$ cat src/rtl/mul_operand_sequencer.sv
// Register-mapped operand sequencer: streams N stored (A[i], B[i]) pairs into an external
// multiplier and captures each product into RES[i]. Optional WAIT timeout: SEQ_TIMEOUT_EN.
module mul_operand_sequencer #(
  parameter int W       = 12,
  parameter int DEPTH   = 8,
  parameter int TIMEOUT = 255
) (
  input  logic         clk,
  input  logic         rst,
  input  logic         bus_wr,
  input  logic [7:0]   bus_addr,
  input  logic [15:0]  bus_wdata,
  output logic [15:0]  bus_rdata,
  output logic [W-1:0] mul_a,
  output logic [W-1:0] mul_b,
  output logic         mul_start,
  input  logic         mul_done,
  input  logic [W-1:0] mul_p,
  output logic         trig
);

  localparam int         IW      = (DEPTH > 1) ? $clog2(DEPTH) : 1;
  localparam logic [4:0] DEPTH_N = 5'(DEPTH);

  if (DEPTH < 2 || DEPTH > 16 || (DEPTH & (DEPTH - 1)) != 0) begin : g_bad_depth
    $error("DEPTH must be a power of two in 2..16");
  end
  if (W < 1 || W > 16 || TIMEOUT < 1) begin : g_bad_width
    $error("W must be 1..16 and TIMEOUT at least 1");
  end

  typedef enum logic [1:0] {IDLE, ISSUE, WAIT, DONE} state_t;

  state_t         state, state_next;
  logic [W-1:0]   a_mem   [DEPTH];
  logic [W-1:0]   b_mem   [DEPTH];
  logic [W-1:0]   res_mem [DEPTH];
  logic [IW-1:0]  index, index_inc, slot;
  logic [4:0]     n_reg;
  logic           done, timeout_err;
  logic           busy, go, n_ok, last, capture, expire, advance, slot_ok;
  logic [15:0]    rdata_next;
  logic           unused_wdata;

  assign busy      = (state == ISSUE) || (state == WAIT);
  assign mul_start = (state == ISSUE);
  assign go        = bus_wr && (state == IDLE) && (bus_addr == 8'h00) && bus_wdata[0];
  assign n_ok      = (n_reg != 5'd0) && (n_reg <= DEPTH_N);
  assign last      = (5'(index) == n_reg - 5'd1);
  assign capture   = (state == WAIT) && mul_done;
  assign advance   = capture || expire;
  assign index_inc = index + IW'(1);
  assign slot      = bus_addr[IW-1:0];
  assign slot_ok   = ({1'b0, bus_addr[3:0]} < DEPTH_N);

  // Upper write-data bits are only meaningful for some registers.
  assign unused_wdata = ^bus_wdata;

`ifdef SEQ_TIMEOUT_EN
  localparam int            CW        = $clog2(TIMEOUT + 1);
  localparam logic [CW-1:0] WAIT_LAST = CW'(TIMEOUT - 1);
  logic [CW-1:0] wait_cnt;

  // A product arriving on the final allowed cycle still wins over the timeout.
  assign expire = (state == WAIT) && !mul_done && (wait_cnt == WAIT_LAST);

  always_ff @(posedge clk) begin
    if (rst || state != WAIT) wait_cnt <= '0;
    else                      wait_cnt <= wait_cnt + CW'(1);
  end
`else
  assign expire = 1'b0;
`endif

  always_comb begin
    state_next = state;
    case (state)
      IDLE:    if (go && n_ok) state_next = ISSUE;
      ISSUE:   state_next = WAIT;
      WAIT:    if (advance) state_next = last ? DONE : ISSUE;
      DONE:    state_next = IDLE;
      default: state_next = IDLE;
    endcase
  end

  always_comb begin
    // NOTE: defaulting rdata_next first means no decode path leaves it unassigned (no latch).
    rdata_next = '0;
    case (bus_addr[7:4])
      4'h0: begin
        if (bus_addr[3:0] == 4'h1) rdata_next = {11'd0, n_reg};
        if (bus_addr[3:0] == 4'h2) rdata_next = {4'd0, 4'(index), 5'd0, timeout_err, done, busy};
      end
      4'h1:    if (slot_ok) rdata_next = 16'(a_mem[slot]);
      4'h3:    if (slot_ok) rdata_next = 16'(b_mem[slot]);
      4'h5:    if (slot_ok) rdata_next = 16'(res_mem[slot]);
      default: ;
    endcase
  end

  // NOTE: all state below uses non-blocking assignments so every update sees pre-edge values.
  always_ff @(posedge clk) begin
    if (rst) begin
      state       <= IDLE;
      index       <= '0;
      n_reg       <= '0;
      done        <= 1'b0;
      timeout_err <= 1'b0;
      trig        <= 1'b0;
      mul_a       <= '0;
      mul_b       <= '0;
      bus_rdata   <= '0;
      // NOTE: the slot memories are cleared too so readback after reset is deterministic.
      for (int i = 0; i < DEPTH; i++) begin
        a_mem[i]   <= '0;
        b_mem[i]   <= '0;
        res_mem[i] <= '0;
      end
    end else begin
      state     <= state_next;
      bus_rdata <= rdata_next;

      if (bus_wr && !busy) begin
        if (bus_addr == 8'h01)                a_mem[slot] <= a_mem[slot];
        if (bus_addr == 8'h01)                n_reg       <= bus_wdata[4:0];
        if (bus_addr[7:4] == 4'h1 && slot_ok) a_mem[slot] <= bus_wdata[W-1:0];
        if (bus_addr[7:4] == 4'h3 && slot_ok) b_mem[slot] <= bus_wdata[W-1:0];
      end

      if (go) begin
        timeout_err <= 1'b0;
        if (n_ok) begin
          index <= '0;
          done  <= 1'b0;
          trig  <= 1'b1;
          mul_a <= a_mem[0];
          mul_b <= b_mem[0];
        end else begin
          done  <= 1'b1;
        end
      end

      // Operands for the next pair are loaded on the capture edge so they are valid in ISSUE.
      if (advance) begin
        res_mem[index] <= capture ? mul_p : '1;
        if (expire) timeout_err <= 1'b1;
        if (last) begin
          done <= 1'b1;
          trig <= 1'b0;
        end else begin
          index <= index_inc;
          mul_a <= a_mem[index_inc];
          mul_b <= b_mem[index_inc];
        end
      end
    end
  end

endmodule

$ cat config.mk
export PLATFORM = sky130hd
export DESIGN_NAME = mul_operand_sequencer
export DESIGN_NICKNAME = d
export VERILOG_FILES = /design/src/rtl/mul_operand_sequencer.sv
export SDC_FILE = /design/constraint.sdc
export NUM_CORES = 1
export LEC_CHECK = 0
export CAP_MARGIN = 20
export CORE_AREA = 5 5 171 214
export CTS_CLUSTER_SIZE = 16
export DETAILED_ROUTE_END_ITERATION = 7
export DIE_AREA = 0 0 176 219
export DONT_BUFFER_PORTS = 1
export PLACE_DENSITY = 0.62
export REMOVE_ABC_BUFFERS = 1
export SYNTH_ARGS = -nofsm -noshare
export SYNTH_HDL_FRONTEND = slang
export SYNTH_SLANG_ARGS = --single-unit
export TNS_END_PERCENT = 100
$ cat constraint.sdc
create_clock -name clk -period 3.95 [get_ports clk]
set_clock_uncertainty 0.05 [all_clocks]
set_input_delay 0.9875 -clock clk [delete_from_list [all_inputs] [get_ports clk]]
set_output_delay 0.9875 -clock clk [all_outputs]
set_load 0.1 [all_outputs]
==> metrics.md, run 1 <==
| Metric | Value |
|---|---|
| CP Capture Point | a_mem[2][1]$_SDFFCE_PN0P_ |
| Final WL | 51100 um |
| Antenna diodes | 0 |
| Post-Synth XOR/XNOR Area | 0.310% |
| Initial antenna violation count | 0 |
| Clock tree sinks | 336 |
| Final cycle utilization of the critical path | 75.2% |
| Final Core Density | 54.3% |
| RSZ-0062 raised after global routing | no |
| Vias in the first global route | 11650 |
| DRC Markers | 0 |
| Outcome | finished, final reports clean |
| Global route total overflow | 0 |
| First-pass GRT wire length | 75500 um |
| Synthesized area | 0.0170 mm2 |
| Share of cells above drive strength 1 | 18.0% |
| Synth cell types | 58 |
| Vias/cell | 6.52 |
| YS warnings | 0 |
| R2R Path Start | state[1]$_SDFFE_PP0P_ |
| Die Y | 219 um |
| Worst Path Max Fanout | 21 |
| Total CTS buffers | 36 |
| Worst-path clk slew | 60 ps |
| Syn avg cell area | 12.6 um2 |
| Max Cap Violations | 0 |
| Filler cell count | 2901 |
| Pwr/cell area | 434 mW/mm2 |
| Origin of the worst setup path | state[1]$_SDFFE_PP0P_ |
| R2R Setup Slk | 980 ps |
| Slew at the pin closest to its max-slew limit | 1050 ps |
| CTS tree | yes |
| Area used by multi-input combinational logic | 0.00683 mm2 |
| FF-to-FF End | a_mem[2][1]$_SDFFCE_PN0P_ |
| Worst hold slack | 458 ps |
| Critical Path End Type | flop |
| DR iter-0 viols | 943 |
| Largest regs | a_mem: 96 flops, b_mem: 96 flops, res_mem: 96 flops |
| IO buf count | 0 |
| Post-synth EDFFs | 288 |
| Number of core rows | 76 |
| I/O pin count | 82 |
| Core area | 0.0342 mm2 |
| Worst-Skew Late Latency | 550 ps |
| CTS H-Tree Depth | 2 |
| Arrival time at the worst endpoint | 3110 ps |
| Total GRT Usage | 26.5% |
| Post-cts hold buffer count | 0 |
| Multiplexer share of the synthesized area | 15.4% |
| Synthesis-stage register bit count | 336 |
| Max Clk Rate | 337 MHz |
| Relative slew slack | 30.0% |
| Worst Path Required | 4090 ps |
| Most common cell after layout, fill and taps aside | edfxtp_1 |
| Post-synth ARST share | 0% |
| Post-Layout Cell Count | 1770 |
| Simple-Gate Fraction of Synth Area | 14.7% |
| Max Slew Vio Count | 0 |
| Worst Setup Start Kind | flop |
| Setup bufs post-CTS | 0 |
| R2R cell count | 6 |
| Register area | 0.00961 mm2 |
| Die span in x | 176 um |
| Nets | 1358 |
| Root Buffer | clkbuf_16 |
| Most frequent cells in the layout | edfxtp_1, nor2_1, and2_1 |
| Min Clock Period, post-route | 2970 ps |
| Inst Count DP | 1704 |
| Total power | 0.00807 W |
| Die area | 0.0385 mm2 |
| Post-synthesis instance total | 1345 |
| Compound-Gate Fraction of Synth Area | 9.06% |
| Vias | 11546 |
| Pre-Repair DR Iteration Count | 5 |
| Worst hold path class | flop to flop |
| Post-DP HPWL | 31800 um |
| # setup viols final | 0 |
| Placer Congestion | 0.905 |
| Maximum clock path buffer count | 3 |
| Area grow syn2layout | 9.63% |
| Initial Util | 49.5% |
| Largest family of logic cells by synthesized area | multiplexers |
| Final hold vios | 0 |
| Post-cts resize count | 0 |
| Sequential fraction of the synthesis area | 56.7% |
| Avg WL per Cell | 28.8 um |
| Top FF cell, synth | edfxtp_1 |
| VDD IR-drop max | 0.361 mV |
| Antenna Nets Post-Route | 0 |
| Adder-Cell Fraction of Synth Area | 0.428% |
| Setup CP Type | flop to flop |
| Static leakage | 6.86 nW |
| Largest net degree at the start of global routing | 109 |
-- cells in the mapped netlist, drive strengths merged (24+ instances only) --
| library cell | instances | area share, % |
|---|---|---|
| a211oi | 57 | 3.2 |
| and2 | 123 | 4.5 |
| buf | 47 | 1.5 |
| clkbuf | 74 | 1.6 |
| dfxtp | 48 | 5.7 |
| edfxtp | 288 | 51 |
| mux2i | 85 | 5.0 |
| mux4 | 70 | 9.3 |
| nand2 | 40 | 0.89 |
| nor2 | 217 | 4.8 |
| nor2b | 35 | 1.3 |
| o22ai | 24 | 0.89 |
-- layer usage --
metal | wire, um | global-route usage (%) | vias up
li1 | - | - | 4962
met1 | 19600 | 33.9 | 5875
met2 | 24500 | 44.2 | 571
met3 | 4570 | 5.58 | 138
met4 | 2310 | 11.0 | 0
met5 | 0 | 0 | -
-- final cells by class --
cell class / instances / share of cell area [%]
Clock buffer: 48 / 5.42
Clock inverter: 18 / 1.02
Inverter: 10 / 0.202
Multi-Input combinational cell: 881 / 36.8
Sequential cell: 336 / 51.7
Tap cell: 429 / 2.89
Timing Repair Buffer: 48 / 2.01
-- stage by stage --
| step | cell area, um2 | worst slack, ps | setup TNS (ps) |
|---|---|---|---|
| after global placement | 17400 | 808 | 0 |
| after CTS | 18600 | 989 | 0 |
| after floorplan | 16400 | -846 | -20320 |
| after global routing | 18600 | 857 | 0 |
| final | 18600 | 979 | 0 |
| after detailed placement | 17400 | 756 | 0 |
-- power breakdown --
group / switching, W / total, W / internal [W]
sequential: 0.000121 / 0.00407 / 0.00395
combinational: 0.000316 / 0.000520 / 0.000204
clock: 0.00142 / 0.00348 / 0.00206
total: 0.00186 / 0.00807 / 0.00622
-- kinds of logic after synthesis --
| family | after synthesis |
|---|---|
| flops | 336 |
| fa+ha+maj | 6 |
| mux | 171 |
| other cells | 1 |
| compound gates | 193 |
| xor+xnor | 6 |
| buf+inv | 131 |
| simple gates | 501 |
-- worst min-delay path by stage --
stage                                from                    end  cells past startpoint
floorplan           state[0]$_SDFFE_PP0P_  state[0]$_SDFFE_PP0P_                      1
global placement    state[0]$_SDFFE_PP0P_  state[0]$_SDFFE_PP0P_                      1
detailed placement  state[0]$_SDFFE_PP0P_  state[0]$_SDFFE_PP0P_                      1
CTS                 state[0]$_SDFFE_PP0P_  state[0]$_SDFFE_PP0P_                      1
global route                          rst    mul_b[4]$_SDFF_PP0_                      1
finish              state[0]$_SDFFE_PP0P_  state[0]$_SDFFE_PP0P_                      1
-- worst max-delay path, cell delays in order, from the launching register on --
cell	delay (ps)
dfxtp_1	380
inv_1	100
ha_1	340
or3b_1	530
or2_2	540
nor3_1	240
or2_2	430
Note: power is estimated with default switching activity, not from simulation.
==> run 2: changes to the inputs <==
--- a/config.mk
+++ b/config.mk
@@ -5,13 +5,14 @@
 export SDC_FILE = /design/constraint.sdc
 export NUM_CORES = 1
 export LEC_CHECK = 0
+export ABC_AREA = 1
 export CAP_MARGIN = 20
-export CORE_AREA = 5 5 171 214
+export CORE_AREA = 5 5 177 222
 export CTS_CLUSTER_SIZE = 16
 export DETAILED_ROUTE_END_ITERATION = 7
-export DIE_AREA = 0 0 176 219
+export DIE_AREA = 0 0 182 227
 export DONT_BUFFER_PORTS = 1
-export PLACE_DENSITY = 0.62
+export PLACE_DENSITY = 0.64
 export REMOVE_ABC_BUFFERS = 1
 export SYNTH_ARGS = -nofsm -noshare
 export SYNTH_HDL_FRONTEND = slang
==> constraint.sdc (replaced) <==
create_clock -name clk -period 2.6 [get_ports clk]
set_clock_uncertainty 0.05 [all_clocks]
set_input_delay 0.65 -clock clk [delete_from_list [all_inputs] [get_ports clk]]
set_output_delay 0.65 -clock clk [all_outputs]
set_load 0.1 [all_outputs]
==> metrics.md, run 2 <==
| Metric | Value |
|---|---|
| Max Slew Vio Count | 0 (unchanged) |
| Placer Congestion | 0.908 (was 0.905) |
| Largest regs | a_mem: 96 flops, b_mem: 96 flops, res_mem: 96 flops (unchanged) |
| DRC Markers | 0 (unchanged) |
| Sw frac | 24.3% (was 23.0%) |
| Worst-Skew Late Latency | 550 ps (about the same) |
| Total CTS buffers | 36 (unchanged) |
| Place WS | 111 ps (was 756 ps) |
| Share of cells above drive strength 1 | 10.5% (was 18.0%) |
| Die Y | 227 um (was 219 um) |
| Initial antenna violation count | 0 (unchanged) |
| Total GRT Usage | 27.0% (was 26.5%) |
| Synthesized area | 0.0183 mm2 (was 0.0170 mm2) |
| IO buf count | 0 (unchanged) |
| CTS H-Tree Depth | 2 (unchanged) |
| Hold Crit Start | rst (was state[0]$_SDFFE_PP0P_) |
| Top FF cell, synth | edfxtp_1 (unchanged) |
| Nets | 2420 (was 1358) |
| Min Clock Period, post-route | 2420 ps (was 2970 ps) |
| R2R Path Start | state[0]$_SDFFE_PP0P_ (was state[1]$_SDFFE_PP0P_) |
| Post-route cell area | 0.0205 mm2 (was 0.0186 mm2) |
| RSZ-0062 raised after global routing | no (unchanged) |
| Vias in the first global route | 15553 (was 11650) |
| Outcome | finished, final reports clean (unchanged) |
| Static leakage | 9.29 nW (was 6.86 nW) |
| Post-cts hold buffer count | 0 (unchanged) |
| Post-DP HPWL | 35500 um (was 31800 um) |
| Number of core rows | 79 (was 76) |
| Root Buffer | clkbuf_16 (unchanged) |
| Commonest cells in the netlist | nand2_1, nor2_1, edfxtp_1, nand3_1, buf_2 (was edfxtp_1, nor2_1, and2_1, mux2i_1, clkbuf_1) |
| Critical Path End Type | flop (unchanged) |
| Post-synth EDFFs | 288 (unchanged) |
| Internal power | 0.00941 W (was 0.00622 W) |
| Post-Layout Cell Count | 2889 (was 1770) |
| Share of the synthesized area in the top cell type | 47.3% (was 51.0%) |
| Initial Util | 49.6% (was 49.5%) |
| Worst-path clk slew | 60 ps (about the same) |
| Most common cell after layout, fill and taps aside | nand2_1 (was edfxtp_1) |
| Maximum clock path buffer count | 3 (unchanged) |
| Register share of total power | 48.9% (was 50.5%) |
| Vias | 15795 (was 11546) |
| Arrival time at the worst endpoint | 2610 ps (was 3110 ps) |
| Synth area leader | edfxtp_1 (unchanged) |
| Slew at the pin closest to its max-slew limit | 1040 ps (was 1050 ps) |
| # setup viols final | 0 (unchanged) |
| Relative slew slack | 30.1% (was 30.0%) |
| Die span in x | 182 um (was 176 um) |
| Antenna Nets Post-Route | 0 (unchanged) |
| First-pass GRT wire length | 86700 um (was 75500 um) |
| Sw Pwr | 0.00302 W (was 0.00186 W) |
| Worst Path Max Fanout | 8 (was 21) |
| Global route total overflow | 0 (unchanged) |
| YS warnings | 0 (unchanged) |
| Final hold vios | 0 (unchanged) |
| Synthesis-stage register bit count | 336 (unchanged) |
| I/O pin count | 82 (unchanged) |
| Most common cell in the netlist | nand2_1 (was edfxtp_1) |
| Post-synth ARST share | 0% (unchanged) |
| Pre-Repair DR Iteration Count | 6 (was 5) |
| Worst Setup Start Kind | flop (unchanged) |
| Syn avg cell area | 7.78 um2 (was 12.6 um2) |
| Vias/cell | 5.47 (was 6.52) |
| VDD IR-drop max | 0.541 mV (was 0.361 mV) |
| Max Clk Rate | 414 MHz (was 337 MHz) |
| Area grow syn2layout | 12.1% (was 9.63%) |
| Setup CP Type | flop to flop (unchanged) |
| Pwr/cell area | 607 mW/mm2 (was 434 mW/mm2) |
| Worst hold path class | input pin to flop (was flop to flop) |
| Most frequent cells in the layout | nand2_1, nor2_1, edfxtp_1 (was edfxtp_1, nor2_1, and2_1) |
| Largest cells by area after synthesis | edfxtp_1, nand2_1, nor2_1 (was edfxtp_1, mux4_2, dfxtp_1) |
| Antenna diodes | 0 (unchanged) |
| Setup ws final | 182 ps (was 979 ps) |
| Clock Power Share | 42.4% (was 43.1%) |
| Final WL | 56500 um (was 51100 um) |
| Gate power share | 8.8% (was 6.4%) |
| Avg WL per Cell | 19.6 um (was 28.8 um) |
| Core area | 0.0369 mm2 (was 0.0342 mm2) |
| Placed Instance Area | 0.0193 mm2 (was 0.0174 mm2) |
| Origin of the worst setup path | state[0]$_SDFFE_PP0P_ (was state[1]$_SDFFE_PP0P_) |
| Final Core Density | 55.5% (was 54.3%) |
| Sequential fraction of the synthesis area | 52.6% (was 56.7%) |
| Post-synthesis instance total | 2348 (was 1345) |
| DR iter-0 viols | 1446 (was 943) |
| Largest net degree at the start of global routing | 171 (was 109) |
| Clock tree sinks | 336 (unchanged) |
| Final cycle utilization of the critical path | 93.0% (was 75.2%) |
| Synth cell types | 37 (was 58) |
| Die area | 0.0413 mm2 (was 0.0385 mm2) |
| Max Cap Violations | 0 (unchanged) |
| Inst Count DP | 2822 (was 1704) |
| Worst Path Required | 2790 ps (was 4090 ps) |
| Total power | 0.0124 W (was 0.00807 W) |
| CTS tree | yes (unchanged) |
-- run 2: changes by cell type after synthesis, sizes merged, moves of 57 or more --
cell | before | now
and2 | 123 | 0
a211oi | 57 | 0
nor2 | 217 | 410
nand2 | 40 | 1078
mux2i | 85 | 0
nand3 | 9 | 165
mux4 | 70 | 0
-- run 2: logic make-up after synthesis --
family                   after synthesis  share of synthesized area [%]
flip-flops                           336                           52.6
other                                  1                         0.0205
AND/OR/NAND/NOR                     1664                           36.6
adder cells (fa/ha/maj)                5                          0.342
AO/OA/AOI/OAI                        118                           4.44
XOR/XNOR                               5                          0.240
buffers and inverters                219                           5.77
-- run 2: area by class of cell --
| type | instances | area, um2 |
|---|---|---|
| multi-input combinational | 1796 | 7630 |
| clock inverter | 14 | 153 |
| tap | 486 | 608 |
| timing repair buffer | 131 | 1150 |
| sequential | 336 | 9610 |
| clock buffer | 52 | 1040 |
| inverter | 74 | 283 |
| fill | 3421 | 16400 |
-- run 2: worst paths after layout --
kind	to	slack (ps)	cells after the start
worst min register to register	n_reg[4]$_SDFFE_PP0N_	490	2
worst max-delay path	b_mem[0][11]$_SDFFCE_PN0P_	180	9
worst max register to register	b_mem[0][11]$_SDFFCE_PN0P_	180	9
worst min-delay path	bus_rdata[4]$_SDFF_PP0_	130	1
-- run 2: power by group through the flow --
| stage | combinational (W) | clock (W) | sequential (W) |
|---|---|---|---|
| after detailed placement | 0.00108 | 0 | 0.00619 |
| after global routing | 0.00119 | 0.00554 | 0.00609 |
| after CTS | 0.00109 | 0.00530 | 0.00607 |
| after global placement | 0.00106 | 0 | 0.00618 |
| after floorplan | 0.000673 | 0 | 0.00621 |
| final | 0.00109 | 0.00526 | 0.00607 |
-- run 2: worst max-delay path, stage by stage (launching register included) --
cell,delay (ps)
dfxtp_1,350
inv_1,80
ha_1,330
nor2_2,270
inv_1,140
nor4_4,270
buf_4,190
nand2_1,120
nand2_1,110
buf_4,190
-- run 2: layer usage --
layer | GRT usage, % | routed length (um)
met5 | 0 | 0
met4 | 13.7 | 3120
met3 | 4.16 | 4230
met2 | 47.5 | 28000
met1 | 32.3 | 21100
-- run 2: per-stage QoR --
step / setup TNS (ps) / hold WS, ps
floorplan: -342230 / 448
global placement: 0 / 461
detailed placement: 0 / 480
CTS: 0 / 112
global route: 0 / 107
finish: 0 / 130
-- run 2: repair_timing --
item                                   4_1_cts  5_1_grt
gates resized for setup                      0        2
endpoints found under the hold margin        0        0
setup endpoints to repair                    0       33
buffers inserted                             0        1
==> run 3: changes to the inputs <==
--- a/config.mk
+++ b/config.mk
@@ -7,12 +7,12 @@
 export LEC_CHECK = 0
 export ABC_AREA = 1
 export CAP_MARGIN = 20
-export CORE_AREA = 5 5 177 222
+export CORE_AREA = 2 2 174 219
 export CTS_CLUSTER_SIZE = 16
 export DETAILED_ROUTE_END_ITERATION = 7
-export DIE_AREA = 0 0 182 227
+export DIE_AREA = 0 0 176 221
 export DONT_BUFFER_PORTS = 1
-export PLACE_DENSITY = 0.64
+export PLACE_DENSITY = 0.62
 export REMOVE_ABC_BUFFERS = 1
 export SYNTH_ARGS = -nofsm -noshare
 export SYNTH_HDL_FRONTEND = slang
==> constraint.sdc (replaced) <==
create_clock -name clk -period 3 [get_ports clk]
set_clock_uncertainty 0.05 [all_clocks]
set_input_delay 0.75 -clock clk [delete_from_list [all_inputs] [get_ports clk]]
set_output_delay 0.75 -clock clk [all_outputs]
set_load 0.1 [all_outputs]
==> metrics.md, run 3 (same netlist as run 2, synthesis figures left out) <==
| Metric | Value |
|---|---|
| Worst-path clk slew | 60 ps (about the same) |
| Post-Layout Cell Count | 2839 (was 2889) |
| Post-cts resize count | 0 (unchanged) |
| Setup ws final | 351 ps (was 182 ps) |
| Die span in x | 176 um (was 182 um) |
| Clock Power Share | 42.1% (was 42.4%) |
| FF-to-FF End | b_mem[6][6]$_SDFFCE_PN0P_ (was b_mem[0][11]$_SDFFCE_PN0P_) |
| CTS tree | yes (unchanged) |
| Final WL | 55300 um (was 56500 um) |
| Largest regs | a_mem: 96 flops, b_mem: 96 flops, res_mem: 96 flops (unchanged) |
| Worst Setup Start Kind | flop (unchanged) |
| Critical-path top delay cell | nand2_1 (was dfxtp_1) |
| Area used by multi-input combinational logic | 0.00763 mm2 (unchanged) |
| Pre-Repair DR Iteration Count | 5 (was 6) |
| Relative slew slack | 31.5% (was 30.1%) |
| Slew at the pin closest to its max-slew limit | 1030 ps (was 1040 ps) |
| Inst Count DP | 2771 (was 2822) |
| Critical Path End Type | flop (unchanged) |
| DRC Markers | 0 (unchanged) |
| Routing usage on met2 | 48.2% (was 47.5%) |
| Origin of the worst setup path | state[0]$_SDFFE_PP0P_ (unchanged) |
| Post-cts hold buffer count | 0 (unchanged) |
| R2R Path Start | state[0]$_SDFFE_PP0P_ (unchanged) |
| Max Cap Violations | 0 (unchanged) |
| Worst Path Required | 3110 ps (was 2790 ps) |
| IO buf count | 0 (unchanged) |
| Min Clock Period, post-route | 2650 ps (was 2420 ps) |
| Setup bufs post-CTS | 0 (unchanged) |
| Initial antenna violation count | 0 (unchanged) |
| Pwr/cell area | 535 mW/mm2 (was 607 mW/mm2) |
| Sw Pwr | 0.00263 W (was 0.00302 W) |
| Sw frac | 24.6% (was 24.3%) |
| Die Y | 221 um (was 227 um) |
| DR iter-0 viols | 1455 (was 1446) |
| GR peak layer | met2 (unchanged) |
| Register area | 0.00961 mm2 (unchanged) |
| Arrival time at the worst endpoint | 2760 ps (was 2610 ps) |
| R2R Setup Slk | 350 ps (was 180 ps) |
| Final cycle utilization of the critical path | 88.3% (was 93.0%) |
| Filler cell count | 3394 (was 3421) |
| Initial Util | 49.6% (unchanged) |
| Antenna diodes | 0 (unchanged) |
| Antenna Nets Post-Route | 0 (unchanged) |
| Worst Path Max Fanout | 12 (was 8) |
| GR Util met3 | 4.79% (was 4.16%) |
| Die area | 0.0389 mm2 (was 0.0413 mm2) |
| Most frequent cells in the layout | nand2_1, nor2_1, edfxtp_1 (unchanged) |
| Nets | 2370 (was 2420) |
| Vias | 15462 (was 15795) |
| CP max stage delay | 480 ps (was 350 ps) |
| Global route total overflow | 0 (unchanged) |
| Worst hold path class | input pin to flop (unchanged) |
| Internal power | 0.00805 W (was 0.00941 W) |
| Met1 Track Usage GR | 35.5% (was 32.3%) |
| Number of core rows | 79 (unchanged) |
| CTS H-Tree Depth | 2 (unchanged) |
| RSZ-0062 raised after global routing | no (unchanged) |
| Critical path cell sequence | inv_1, ha_1, nor2_2, inv_1, nor4_4, nand2_1, nand2_1 (was inv_1, ha_1, nor2_2, inv_1, nor4_4, buf_4, nand2_1, nand2_1, buf_4) |
| Worst-Skew Late Latency | 550 ps (about the same) |
| Root Buffer | clkbuf_16 (unchanged) |
| Total CTS buffers | 37 (was 36) |
| Post-DP HPWL | 34100 um (was 35500 um) |
| Outcome | finished, final reports clean (unchanged) |
| Area grow syn2layout | 9.33% (was 12.1%) |
| Final Core Density | 54.2% (was 55.5%) |
| Gate power share | 8.4% (was 8.8%) |
| Share of cells above drive strength 1 | 8.50% (was 10.5%) |
| Static leakage | 8.97 nW (was 9.29 nW) |
| Vias in the first global route | 15115 (was 15553) |
| Worst hold slack | 227 ps (was 130 ps) |
| VDD IR-drop max | 0.469 mV (was 0.541 mV) |
| Maximum clock path buffer count | 3 (unchanged) |
| Max Clk Rate | 377 MHz (was 414 MHz) |
| Max Slew Vio Count | 0 (unchanged) |
| Final hold vios | 0 (unchanged) |
| First-pass GRT wire length | 85100 um (was 86700 um) |
| CP Capture Point | b_mem[6][6]$_SDFFCE_PN0P_ (was b_mem[0][11]$_SDFFCE_PN0P_) |
| Core area | 0.0369 mm2 (unchanged) |
| Total GRT Usage | 28.6% (was 27.0%) |
| I/O pin count | 82 (unchanged) |
| Most common cell after layout, fill and taps aside | nand2_1 (unchanged) |
| Place WS | 318 ps (was 111 ps) |
| Clock tree sinks | 336 (unchanged) |
| Avg WL per Cell | 19.5 um (was 19.6 um) |
| Placer Congestion | 0.872 (was 0.908) |
| Register share of total power | 49.5% (was 48.9%) |
| # setup viols final | 0 (unchanged) |
| Setup CP Type | flop to flop (unchanged) |
| Largest net degree at the start of global routing | 171 (unchanged) |
| Vias/cell | 5.45 (was 5.47) |
| R2R cell count | 7 (was 9) |
## run 3: layout make-up
| type | instances | area share, % |
|---|---|---|
| clock inverter | 19 | 0.764 |
| clock buffer | 48 | 5.15 |
| tap | 486 | 3.04 |
| inverter | 74 | 1.40 |
| sequential | 336 | 48.1 |
| multi-input combinational | 1796 | 38.2 |
| timing repair buffer | 80 | 3.32 |
## run 3: how the worst min path moves through the flow
stage	start	end	depth (start not counted)
floorplan	state[0]$_SDFFE_PP0P_	state[0]$_SDFFE_PP0P_	2
global placement	state[0]$_SDFFE_PP0P_	state[0]$_SDFFE_PP0P_	2
detailed placement	n_reg[4]$_SDFFE_PP0N_	n_reg[4]$_SDFFE_PP0N_	2
CTS	rst	bus_rdata[8]$_SDFF_PP0_	1
global route	rst	bus_rdata[8]$_SDFF_PP0_	1
finish	rst	bus_rdata[8]$_SDFF_PP0_	1
## run 3: per-stage QoR
stage	area, um2	total power, W	setup TNS (ps)
after detailed placement	18800	0.00627	0
after global routing	20000	0.0110	0
after floorplan	17500	0.00597	-204720
final	20000	0.0107	0
after CTS	20000	0.0107	0
after global placement	18800	0.00626	0
## run 3: per-layer routing
metal	vias up	share of wire [%]
met4	0	5.0
met3	159	7.7
met1	7265	39
met2	629	49
met5	-	0
li1	7409	-
## run 3: critical path, delay by kind of cell, from the launching register on
family | cells | cell delay, ps
fa+ha+maj | 1 | 340
buf+inv | 2 | 220
flops | 1 | 360
simple gates | 4 | 1300
## run 3: power groups by stage
| stage | clock, W | combinational, W | sequential (W) |
|---|---|---|---|
| 4_1_cts | 0.00453 | 0.000897 | 0.00528 |
| 6_report | 0.00450 | 0.000901 | 0.00528 |
| 2_1_floorplan | 0 | 0.000583 | 0.00538 |
| 3_5_place_dp | 0 | 0.000893 | 0.00538 |
| 5_1_grt | 0.00470 | 0.000985 | 0.00530 |
| 3_3_place_gp | 0 | 0.000883 | 0.00537 |
